==> config.mk <==
export PLATFORM = sky130hd
export DESIGN_NAME = number_output_fsm_flat
export DESIGN_NICKNAME = d
export VERILOG_FILES = /design/src/rtl/number_io_pkg.sv /design/src/rtl/number_output_fsm_if.sv /design/src/rtl/double_dabble_seq.sv /design/src/rtl/number_output_fsm.sv /design/src/flat_wrapper.sv
export SDC_FILE = /design/constraint.sdc
export NUM_CORES = 1
export LEC_CHECK = 0
export BUFFER_PORTS_ARGS = -buffer_cell sky130_fd_sc_hd__buf_2
export CAP_MARGIN = 20
export CORE_MARGIN = 2
export CORE_UTILIZATION = 31
export CTS_CLUSTER_SIZE = 24
export DETAILED_ROUTE_END_ITERATION = 7
export PLACE_DENSITY = 0.45
export SLEW_MARGIN = 20
export SYNTH_ARGS = -nofsm -noshare
export SYNTH_HDL_FRONTEND = slang
export SYNTH_HIERARCHICAL = 1
export SYNTH_SLANG_ARGS = --single-unit
export TNS_END_PERCENT = 20
==> constraint.sdc <==
create_clock -name clk -period 3 [get_ports clk]
set_input_delay 0.75 -clock clk [delete_from_list [all_inputs] [get_ports clk]]
set_output_delay 0.75 -clock clk [all_outputs]
set_load 0.05 [all_outputs]
==> src/rtl/number_io_pkg.sv <==
// Shared types and constants for the keypad number-entry and number-output FSMs.
package number_io_pkg;

    typedef enum logic [1:0] {
        IDLE,
        CONVERT,
        SEND,
        DONE
    } statetype;

    localparam logic [7:0] ASCII_ZERO = 8'h30;
    localparam logic [7:0] ASCII_DASH = 8'h2D;

    function automatic longint unsigned pow10(input int unsigned n);
        longint unsigned p;
        p = 1;
        for (int unsigned i = 0; i < n; i++) begin
            p = p * 10;
        end
        return p;
    endfunction

endpackage

==> src/rtl/number_output_fsm_if.sv <==
// Character stream handshake between the number emitter and its downstream sink.
interface number_output_fsm_if;

    logic [7:0] char_out;
    logic       char_valid;
    logic       char_ready;

    modport master (
        output char_out,
        output char_valid,
        input  char_ready
    );

    modport slave (
        input  char_out,
        input  char_valid,
        output char_ready
    );

endinterface

==> src/rtl/double_dabble_seq.sv <==
// Sequential shift-and-add-3 binary to BCD converter, one bit per step.
module double_dabble_seq
    import number_io_pkg::*;
#(
    parameter int unsigned WIDTH  = 14,
    parameter int unsigned DIGITS = 4
) (
    input  logic                  clk,
    input  logic                  reset,
    input  logic                  load,
    input  logic [WIDTH-1:0]      value,
    input  logic                  step,
    output logic [4*DIGITS-1:0]   bcd
);

    localparam int unsigned BCD_W = 4 * DIGITS;

    logic [WIDTH-1:0] bin;
    logic [BCD_W-1:0] adjusted;

    always_comb begin
        adjusted = bcd;
        for (int unsigned i = 0; i < DIGITS; i++) begin
            if (bcd[4*i +: 4] >= 4'd5) begin
                adjusted[4*i +: 4] = bcd[4*i +: 4] + 4'd3;
            end
        end
    end

    // The top adjusted bit falls off the end; only an overflowing value reaches it.
    always_ff @(posedge clk or posedge reset) begin
        if (reset) begin
            bin <= '0;
            bcd <= '0;
        end else if (load) begin
            bin <= value;
            bcd <= '0;
        end else if (step) begin
            bcd <= BCD_W'({adjusted, bin[WIDTH-1]});
            bin <= bin << 1;
        end
    end

endmodule

==> src/rtl/number_output_fsm.sv <==
// Converts an unsigned binary value to decimal and streams it as ASCII, MSD first,
// leading zeros suppressed; values that do not fit are sent as a row of dashes.
module number_output_fsm
    import number_io_pkg::*;
#(
    parameter int unsigned MAX_CHARACTERS = 4,
    parameter int unsigned WIDTH          = 14
) (
    input  logic                clk,
    input  logic                reset,
    input  logic                start,
    input  logic [WIDTH-1:0]    value,
    output logic                busy,
    output logic                done,
    output logic                overflow,
    number_output_fsm_if.master chars
);

    localparam int unsigned BCD_W = 4 * MAX_CHARACTERS;
    localparam int unsigned CMP_W = WIDTH + 4;
    localparam int unsigned CNT_W = $clog2(WIDTH + 1);
    localparam int unsigned IDX_W = (MAX_CHARACTERS > 1) ? $clog2(MAX_CHARACTERS) : 1;

    localparam logic [CNT_W-1:0] CNT_INIT = CNT_W'(WIDTH);
    localparam logic [IDX_W-1:0] IDX_LAST = IDX_W'(MAX_CHARACTERS - 1);

    // Powers of ten that do not fit CMP_W bits saturate, so the zero-extended
    // value can never reach them.
    function automatic logic [CMP_W-1:0] sat_limit(input int unsigned k);
        longint unsigned p;
        p = pow10(k);
        if (CMP_W < 64 && p >= (64'd1 << CMP_W)) begin
            return '1;
        end
        return CMP_W'(p);
    endfunction

    statetype         state_q;
    logic [CNT_W-1:0] bit_cnt_q;
    logic [IDX_W-1:0] digit_idx_q;
    logic             char_valid_q;

    logic [CMP_W-1:0] value_ext;
    logic             value_too_big;
    logic [IDX_W-1:0] lead_idx;
    logic             dd_load;
    logic             dd_step;
    logic [BCD_W-1:0] bcd;
    logic [3:0]       digit;

    assign value_ext = CMP_W'(value);

    // Leading-digit priority encoder: the highest power of ten the value reaches
    // is the index of its most significant nonzero BCD nibble.
    always_comb begin
        value_too_big = (value_ext >= sat_limit(MAX_CHARACTERS));
        lead_idx      = '0;
        for (int unsigned k = 1; k < MAX_CHARACTERS; k++) begin
            if (value_ext >= sat_limit(k)) begin
                lead_idx = IDX_W'(k);
            end
        end
    end

    assign dd_load = (state_q == IDLE) && start;
    assign dd_step = (state_q == CONVERT);

    double_dabble_seq #(
        .WIDTH  (WIDTH),
        .DIGITS (MAX_CHARACTERS)
    ) u_dabble (
        .clk   (clk),
        .reset (reset),
        .load  (dd_load),
        .value (value),
        .step  (dd_step),
        .bcd   (bcd)
    );

    assign digit = bcd[4*int'(digit_idx_q) +: 4];

    always_comb begin
        chars.char_out = 8'h00;
        if (state_q == SEND) begin
            chars.char_out = overflow ? ASCII_DASH : (ASCII_ZERO + {4'h0, digit});
        end
    end

    assign chars.char_valid = char_valid_q;

    always_ff @(posedge clk or posedge reset) begin
        if (reset) begin
            state_q      <= IDLE;
            bit_cnt_q    <= '0;
            digit_idx_q  <= '0;
            char_valid_q <= 1'b0;
            busy         <= 1'b0;
            done         <= 1'b0;
            overflow     <= 1'b0;
        end else begin
            unique case (state_q)
                IDLE: begin
                    if (start) begin
                        state_q     <= CONVERT;
                        busy        <= 1'b1;
                        bit_cnt_q   <= CNT_INIT;
                        overflow    <= value_too_big;
                        digit_idx_q <= value_too_big ? IDX_LAST : lead_idx;
                    end
                end
                CONVERT: begin
                    bit_cnt_q <= bit_cnt_q - CNT_W'(1);
                    if (bit_cnt_q == CNT_W'(1)) begin
                        state_q      <= SEND;
                        char_valid_q <= 1'b1;
                    end
                end
                SEND: begin
                    if (chars.char_ready) begin
                        if (digit_idx_q == '0) begin
                            state_q      <= DONE;
                            char_valid_q <= 1'b0;
                            busy         <= 1'b0;
                            done         <= 1'b1;
                        end else begin
                            digit_idx_q <= digit_idx_q - IDX_W'(1);
                        end
                    end
                end
                DONE: begin
                    done    <= 1'b0;
                    state_q <= IDLE;
                end
                default: state_q <= IDLE;
            endcase
        end
    end

endmodule

==> src/flat_wrapper.sv <==
// flat-port wrapper written by rule: the top's interface ports become plain ports
module number_output_fsm_flat import number_io_pkg::*;
#(
    parameter int unsigned MAX_CHARACTERS = 4,
    parameter int unsigned WIDTH          = 14
)
  (clk, reset, start, value, busy, done, overflow, chars_char_out, chars_char_valid, chars_char_ready);
  number_output_fsm_if chars_i ();
  input  logic clk;
  input  logic reset;
  input  logic start;
  input  logic [WIDTH-1:0] value;
  output logic busy;
  output logic done;
  output logic overflow;
  output wire logic [$bits(chars_i.char_out)-1:0] chars_char_out;
  output wire logic [$bits(chars_i.char_valid)-1:0] chars_char_valid;
  input wire logic [$bits(chars_i.char_ready)-1:0] chars_char_ready;
  assign chars_char_out = chars_i.char_out;
  assign chars_char_valid = chars_i.char_valid;
  assign chars_i.char_ready = chars_char_ready;
  number_output_fsm #(.MAX_CHARACTERS(MAX_CHARACTERS), .WIDTH(WIDTH)) u_core (.clk(clk), .reset(reset), .start(start), .value(value), .busy(busy), .done(done), .overflow(overflow), .chars(chars_i));
endmodule
### Word-level counts from Yosys, hierarchy flattened

Cells that the tools add are included.

| cells by class | value |
|---|---|
| $add $sub $neg | 7 |
| order comparisons | 8 |
| equal/unequal tests | 9 |
| shifts and indexed selects | 1 |
| mux-type cells | 34 |
| reduce and logical (&&, ||, !) cells | 15 |

Operators with widths:

| cell | count |
|---|---|
| two-way mux 16 bit | 2 |
| two-way mux 14 bit | 2 |
| two-way mux 2 bit | 10 |
| >= comparator 4 x 3 -> 1 bit, second input constant | 4 |
| two-way mux 4 bit | 4 |
| two-way mux 8 bit | 2 |
| AND reduction 4 bit | 4 |
| variable part select 16 x 5 -> 4 bit | 1 |
| >= comparator 14 x 10 -> 1 bit, second input constant | 1 |
| >= comparator 14 bit, second input constant | 1 |
| >= comparator 14 x 4 -> 1 bit, second input constant | 1 |
| >= comparator 14 x 7 -> 1 bit, second input constant | 1 |
| adder 4 x 2 -> 4 bit, second input constant | 3 |
| != test 2 bit, second input constant | 5 |
| nonzero test 2 bit | 5 |
| one-hot mux 2 bit (4 select lines) | 1 |
| one-hot mux 4 bit (2 select lines) | 1 |
| adder 6 x 4 -> 7 bit, first input constant | 1 |
| two-way mux 1 bit | 7 |
| one-hot mux 1 bit (2 select lines) | 3 |
| equality test 2 bit, second input constant | 2 |
| equality test 4 x 1 -> 1 bit, second input constant | 1 |
| logical NOT 2 bit | 2 |
| one-hot mux 2 bit (2 select lines) | 1 |
| 8 further kinds | 9 |

| word-level totals | value |
|---|---|
| bits in registers | 42 |
| input bits | 18 |
| output and inout bits | 12 |
| logic and storage cells | 83 |

### Depth between registers and ports, before layout

| logic depth | value |
|---|---|
| word-level depth | 7 |
| depth in mapped cells | 7 |
| mapped depth without buffers | 6 |

### Hierarchy

Netlist, hierarchy kept.

Modules (own cells, without submodules):

| module | times used | cells an instance | area an instance (um2) | sequential area each (um2) |
|---|---|---|---|---|
| double_dabble_seq | 1 | 169 | 1,640.3 | 750.7 |
| number_output_fsm | 1 | 101 | 953.4 | 300.3 |

### Worst setup path after synthesis

No wires, ideal clock.

| path | value |
|---|---|
| path kind | flip-flop to output port |
| start point | register u_core.state_q[0] |
| end point | output chars_char_out[1] |
| data arrival time | 2.672 ns |
| required time | 2.250 ns |
| setup slack | -0.422 ns |
| cell stages (with the launch flop) | 6 |
| buffers on the path | 1 |
| cell sequence | dfrtp_1 > inv_1 > ha_1 > buf_2 > nor2b_1 > and2_1 |

| between the ends | value |
|---|---|
| word-level cells in the longest chain between the ends | 2 |

Ends and longest elaborated chain:

| element | RTL line | RTL |
|---|---|---|
| start, declared | number_output_fsm.sv:38 | `statetype state_q;` |
| start signal, assigned | number_output_fsm.sv:93 | `state_q <= IDLE;` |
| start signal, assigned | number_output_fsm.sv:104 | `state_q <= CONVERT;` |
| start signal, assigned | number_output_fsm.sv:114 | `state_q <= SEND;` |
| equality test 2 bit | number_output_fsm.sv:84 | `if (state_q == SEND) begin` |
| two-way mux 8 bit | number_output_fsm.sv:84 |  |
| end, declared | flat_wrapper.sv:16 | `output wire logic [$bits(chars_i.char_out)-1:0] chars_char_out;` |

Every way passes these cells.

### Worst setup path in the final report

| path | value |
|---|---|
| start point | register u_core.digit_idx_q[0] |
| end point | output chars_char_out[0] |

| between the ends | value |
|---|---|
| word-level cells in the longest chain between the ends | 4 |

Ends and longest elaborated chain:

| element | RTL line | RTL |
|---|---|---|
| start, declared | number_output_fsm.sv:40 | `logic [IDX_W-1:0] digit_idx_q;` |
| start signal, assigned | number_output_fsm.sv:108 | `digit_idx_q <= value_too_big ? IDX_LAST : lead_idx;` |
| start signal, assigned | number_output_fsm.sv:126 | `digit_idx_q <= digit_idx_q - IDX_W'(1);` |
| variable part select 16 x 5 -> 4 bit | number_output_fsm.sv:80 | `assign digit = bcd[4*int'(digit_idx_q) +: 4];` |
| adder 6 x 4 -> 7 bit | number_output_fsm.sv:85 | `chars.char_out = overflow ? ASCII_DASH : (ASCII_ZERO + {4'h0, digit});` |
| two-way mux 8 bit | number_output_fsm.sv:85 |  |
| two-way mux 8 bit | number_output_fsm.sv:84 |  |

Every way passes these cells.

==> flow_summary.yaml <==
run_status:
  run_status: "complete, no violations"
floorplan:
  die-area_sq_mm: 0.00911
  floorplan.initialDensity: 0.317
  placement_rows: 33
  core-area_sq_mm: 0.00818
  fp.dieH_um: 95.5
  floorplan.die.width_um: 95.5
  design.portCount: 30
cells_and_area:
  drive_gt1_frac: 0.181
  final_nets: 330
  filler_cell_count: 862
  area_delta_synth_final_pct: 13.8
  finalCoreUtilization: 0.361
  stdcell_area_sq_mm: 0.00295
  insertedDiodeCount: 0
sta:
  report.final.slew_viol_count: 0
  timing.final.crit_period_ns: 2.52
  grt_setup_unrepaired: "no"
  finalClockSkew_ns: 0.00727
  worst_slew_margin_relative_to_its_limit: 0.626
  final_setup_margin_ns: 0.481
  setup_violations_final: 0
  fmax_mhz: 397
  setup_tns_ns: 0
  final_hold_viol_count: 0
  tightestPinTransition_ns: 0.561
  post-route-period-util: 0.840
global_route:
  gr-max-usage-layer: "met2"
  grt_first_pass_wirelength_mm: 9.92
  globalRouteTotalUtil: 0.140
  globalRouteMet2Util: 0.221
  grt_pass1_vias: 1996
  grt_use_met3: 0.0316
  grt.overflow.total: 0
  grt_max_degree: 39
  antenna_found_initial: 0
  met1_usage: 0.197
synth:
  syn_area_per_cell_sq_um: 9.61
  synthDominantCellAreaShare: 0.405
  count_of_flip_flops_with_a_built_in_enable_after_synthesis: 0
  synth_commonest_cells: "42 x sky130_fd_sc_hd__dfrtp_1, 31 x sky130_fd_sc_hd__o21ai_0, 22 x sky130_fd_sc_hd__nand2_1"
  seq_area_frac_synth: 0.405
  synthesis.instances: 270
  syn_area_sq_mm: 0.00259
  async_reset_ff_frac: 1.00
  synth_warnings: 6
  synth_top_area_cells: "sky130_fd_sc_hd__dfrtp_1 41%, sky130_fd_sc_hd__ha_1 7.2%, sky130_fd_sc_hd__o21ai_0 6.0%"
  ys_types: 50
  ys_ff_latch: 42
  yosys_most_used_dff: "sky130_fd_sc_hd__dfrtp_1"
  yosysMostFrequentCell: "sky130_fd_sc_hd__dfrtp_1"
  yosysTopAreaCell: "sky130_fd_sc_hd__dfrtp_1"
clock_tree:
  insertion_delay_ns: 0.29
  numCtsBuffers: 5
  cts.clk_slew.worst_paths_ns: 0.09
  cts_tree: "yes"
  cts_post_setup_buffers_inserted: 0
  ctsRootBufferMaster: "sky130_fd_sc_hd__clkbuf_8"
  cts_max_path_buffers: 2
  sink_count: 42
  ctsResizeCount: 0
  ctsHtreeMaxLevel: 2
  cts-hold-fix-buffers: 0
power:
  pwr-share-comb: 0.467
  vdd_ir_drop_max_uv: 334
  leakage_power_summed_over_all_cells_uw: 0.00125
  power_density_mw_per_mm2: 1000
  p_seq_frac: 0.348
  report.power.total_uw: 2950
  power.switching_fraction: 0.434
  power.clock.fraction: 0.185
  switchingPower_uw: 1280
  internal_power_uw: 1670
detailed_routing:
  route.vias.total: 2009
  postRouteAntennaNets: 0
  viasPerCell: 4.99
  post_detailed_routing_wire_length_mm: 5.69
  detail_route.drc_violations: 0
  detailedRoute.firstIterationViolations: 72
  routed_wire_length_per_instance_um: 14.1
  first_pass_iteration_count_of_the_detailed_router: 4
worst_setup_path:
  worstPathMaxFanout: 7
  worst_setup_path_end_kind: "output port"
  critPathTopFamily: "flip-flops"
  worst-path-buf-inv: 1
  crit_type: "flop to output port"
  critPathLaunchType: "flop"
  critical_path.slowest_cell: "sky130_fd_sc_hd__dfrtp_1"
  worst-endpoint-required_ns: 2.25
  critical-path-max-stage-delay_ns: 0.55
  cp_cell_sequence: "mux4_2, o21a_1, buf_2"
  worst_ep_arrival_time_ns: 1.77
worst_hold_path:
  hold_class: "input port to asynchronous set/reset pin"
flow_run:
  timing.max_cap.violations: 0
placement:
  dp_hpwl_mm: 4.19
  number_of_buffer_cells_added_on_primary_ports: 27
  detailed_place.area_sq_mm: 0.00281
  pre_cts_ws_ns: 0.786
  gp_congestion: 0.780
[path summary, 6_finish.rpt]
path                                              start                      to  slack [ns]  cells past startpoint
worst min register to register  u_core/u_dabble/bin[13]  u_core/u_dabble/bcd[0]        0.54                      2
min in group clk                u_core/u_dabble/bin[13]  u_core/u_dabble/bcd[0]        0.54                      2
worst max-delay path              u_core/digit_idx_q[0]       chars_char_out[0]        0.48                      3
worst min-delay path                              reset             u_core/busy        0.47                      2
worst max register to register        u_core/state_q[0]  u_core/u_dabble/bin[0]        0.93                      6
max in group asynchronous                         reset  u_core/u_dabble/bcd[6]        2.17                      3
[routing by layer]
layer,vias to the layer above,share of wire
met5,-,0
met4,0,0.0054
met3,2,0.023
met2,27,0.46
met1,969,0.51
li1,1011,-
[power by group through the flow]
stage	clock (uW)	combinational (uW)	sequential, uW
2_1_floorplan	0	1110	1020
3_3_place_gp	0	1380	1040
3_5_place_dp	0	1390	1040
4_1_cts	564	1390	1030
5_1_grt	592	1560	1070
6_report	546	1380	1030
[layout by cell type, fill, tap and decap left out, types with 2 or more instances in the layout]
| cell | synthesis | routed |
|---|---|---|
| sky130_fd_sc_hd__a21o_1 | 3 | 3 |
| sky130_fd_sc_hd__a21oi_1 | 11 | 11 |
| sky130_fd_sc_hd__a31oi_1 | 5 | 5 |
| sky130_fd_sc_hd__and2_1 | 2 | 2 |
| sky130_fd_sc_hd__buf_2 | 1 | 27 |
| sky130_fd_sc_hd__buf_4 | 5 | 5 |
| sky130_fd_sc_hd__bufinv_16 | 0 | 2 |
| sky130_fd_sc_hd__clkbuf_8 | 0 | 5 |
| sky130_fd_sc_hd__conb_1 | 1 | 2 |
| sky130_fd_sc_hd__dfrtp_1 | 42 | 42 |
| sky130_fd_sc_hd__ha_1 | 15 | 13 |
| sky130_fd_sc_hd__ha_2 | 0 | 2 |
| sky130_fd_sc_hd__inv_1 | 20 | 20 |
| sky130_fd_sc_hd__mux2i_1 | 15 | 15 |
| sky130_fd_sc_hd__mux4_2 | 4 | 4 |
| sky130_fd_sc_hd__nand2_1 | 22 | 22 |
| sky130_fd_sc_hd__nand2b_1 | 9 | 9 |
| sky130_fd_sc_hd__nand3_1 | 13 | 13 |
| sky130_fd_sc_hd__nand3b_1 | 2 | 2 |
| sky130_fd_sc_hd__nor2_1 | 13 | 13 |
| sky130_fd_sc_hd__nor2b_1 | 4 | 3 |
| sky130_fd_sc_hd__nor3_1 | 2 | 2 |
| sky130_fd_sc_hd__nor4_1 | 3 | 3 |
| sky130_fd_sc_hd__o21a_1 | 3 | 3 |
| sky130_fd_sc_hd__o21ai_0 | 31 | 31 |
| sky130_fd_sc_hd__o21ai_1 | 4 | 4 |
| sky130_fd_sc_hd__o31ai_1 | 2 | 2 |
| sky130_fd_sc_hd__o32ai_1 | 4 | 4 |
| sky130_fd_sc_hd__or3_1 | 4 | 4 |
| sky130_fd_sc_hd__xor2_1 | 3 | 3 |
[flip-flops by register name, indices dropped and copies added (netlist names)]
signal                   cells
u_core/bit_cnt_q             4
u_core/busy                  1
u_core/chars.char_valid      1
u_core/digit_idx_q           2
u_core/done                  1
u_core/overflow              1
u_core/state_q               2
u_core/u_dabble/bcd         16
u_core/u_dabble/bin         14
[logic make-up (layout without fill, tap and decap cells)]
group,count (synthesis),count (layout),synth area share
simple gates,79,79,0.153
compound gates,77,77,0.195
flops,42,42,0.405
buf+inv,33,60,0.0656
mux,20,20,0.0970
fa+ha+maj,15,15,0.0724
xor+xnor,3,3,0.0101
other cells,1,2,0.00145
[layout make-up]
class,count,area (sq um),share of cell area
clock buffer,5,68.8,0.0233
timing repair buffer,32,173,0.0585
multi-input combinational,196,1380,0.469
clock inverter,3,68.8,0.0233
sequential,42,1050,0.356
inverter,20,75.1,0.0254
tap,105,131,0.0445
[per-stage QoR]
| step | hold WS [ns] | std cells |
|---|---|---|
| 2_1_floorplan | 0.489 | 271 |
| 3_3_place_gp | 0.513 | 395 |
| 3_5_place_dp | 0.529 | 395 |
| 4_1_cts | 0.497 | 403 |
| 5_1_grt | 0.505 | 403 |
| 6_report | 0.470 | 403 |
(Power assumes the default switching activity.)
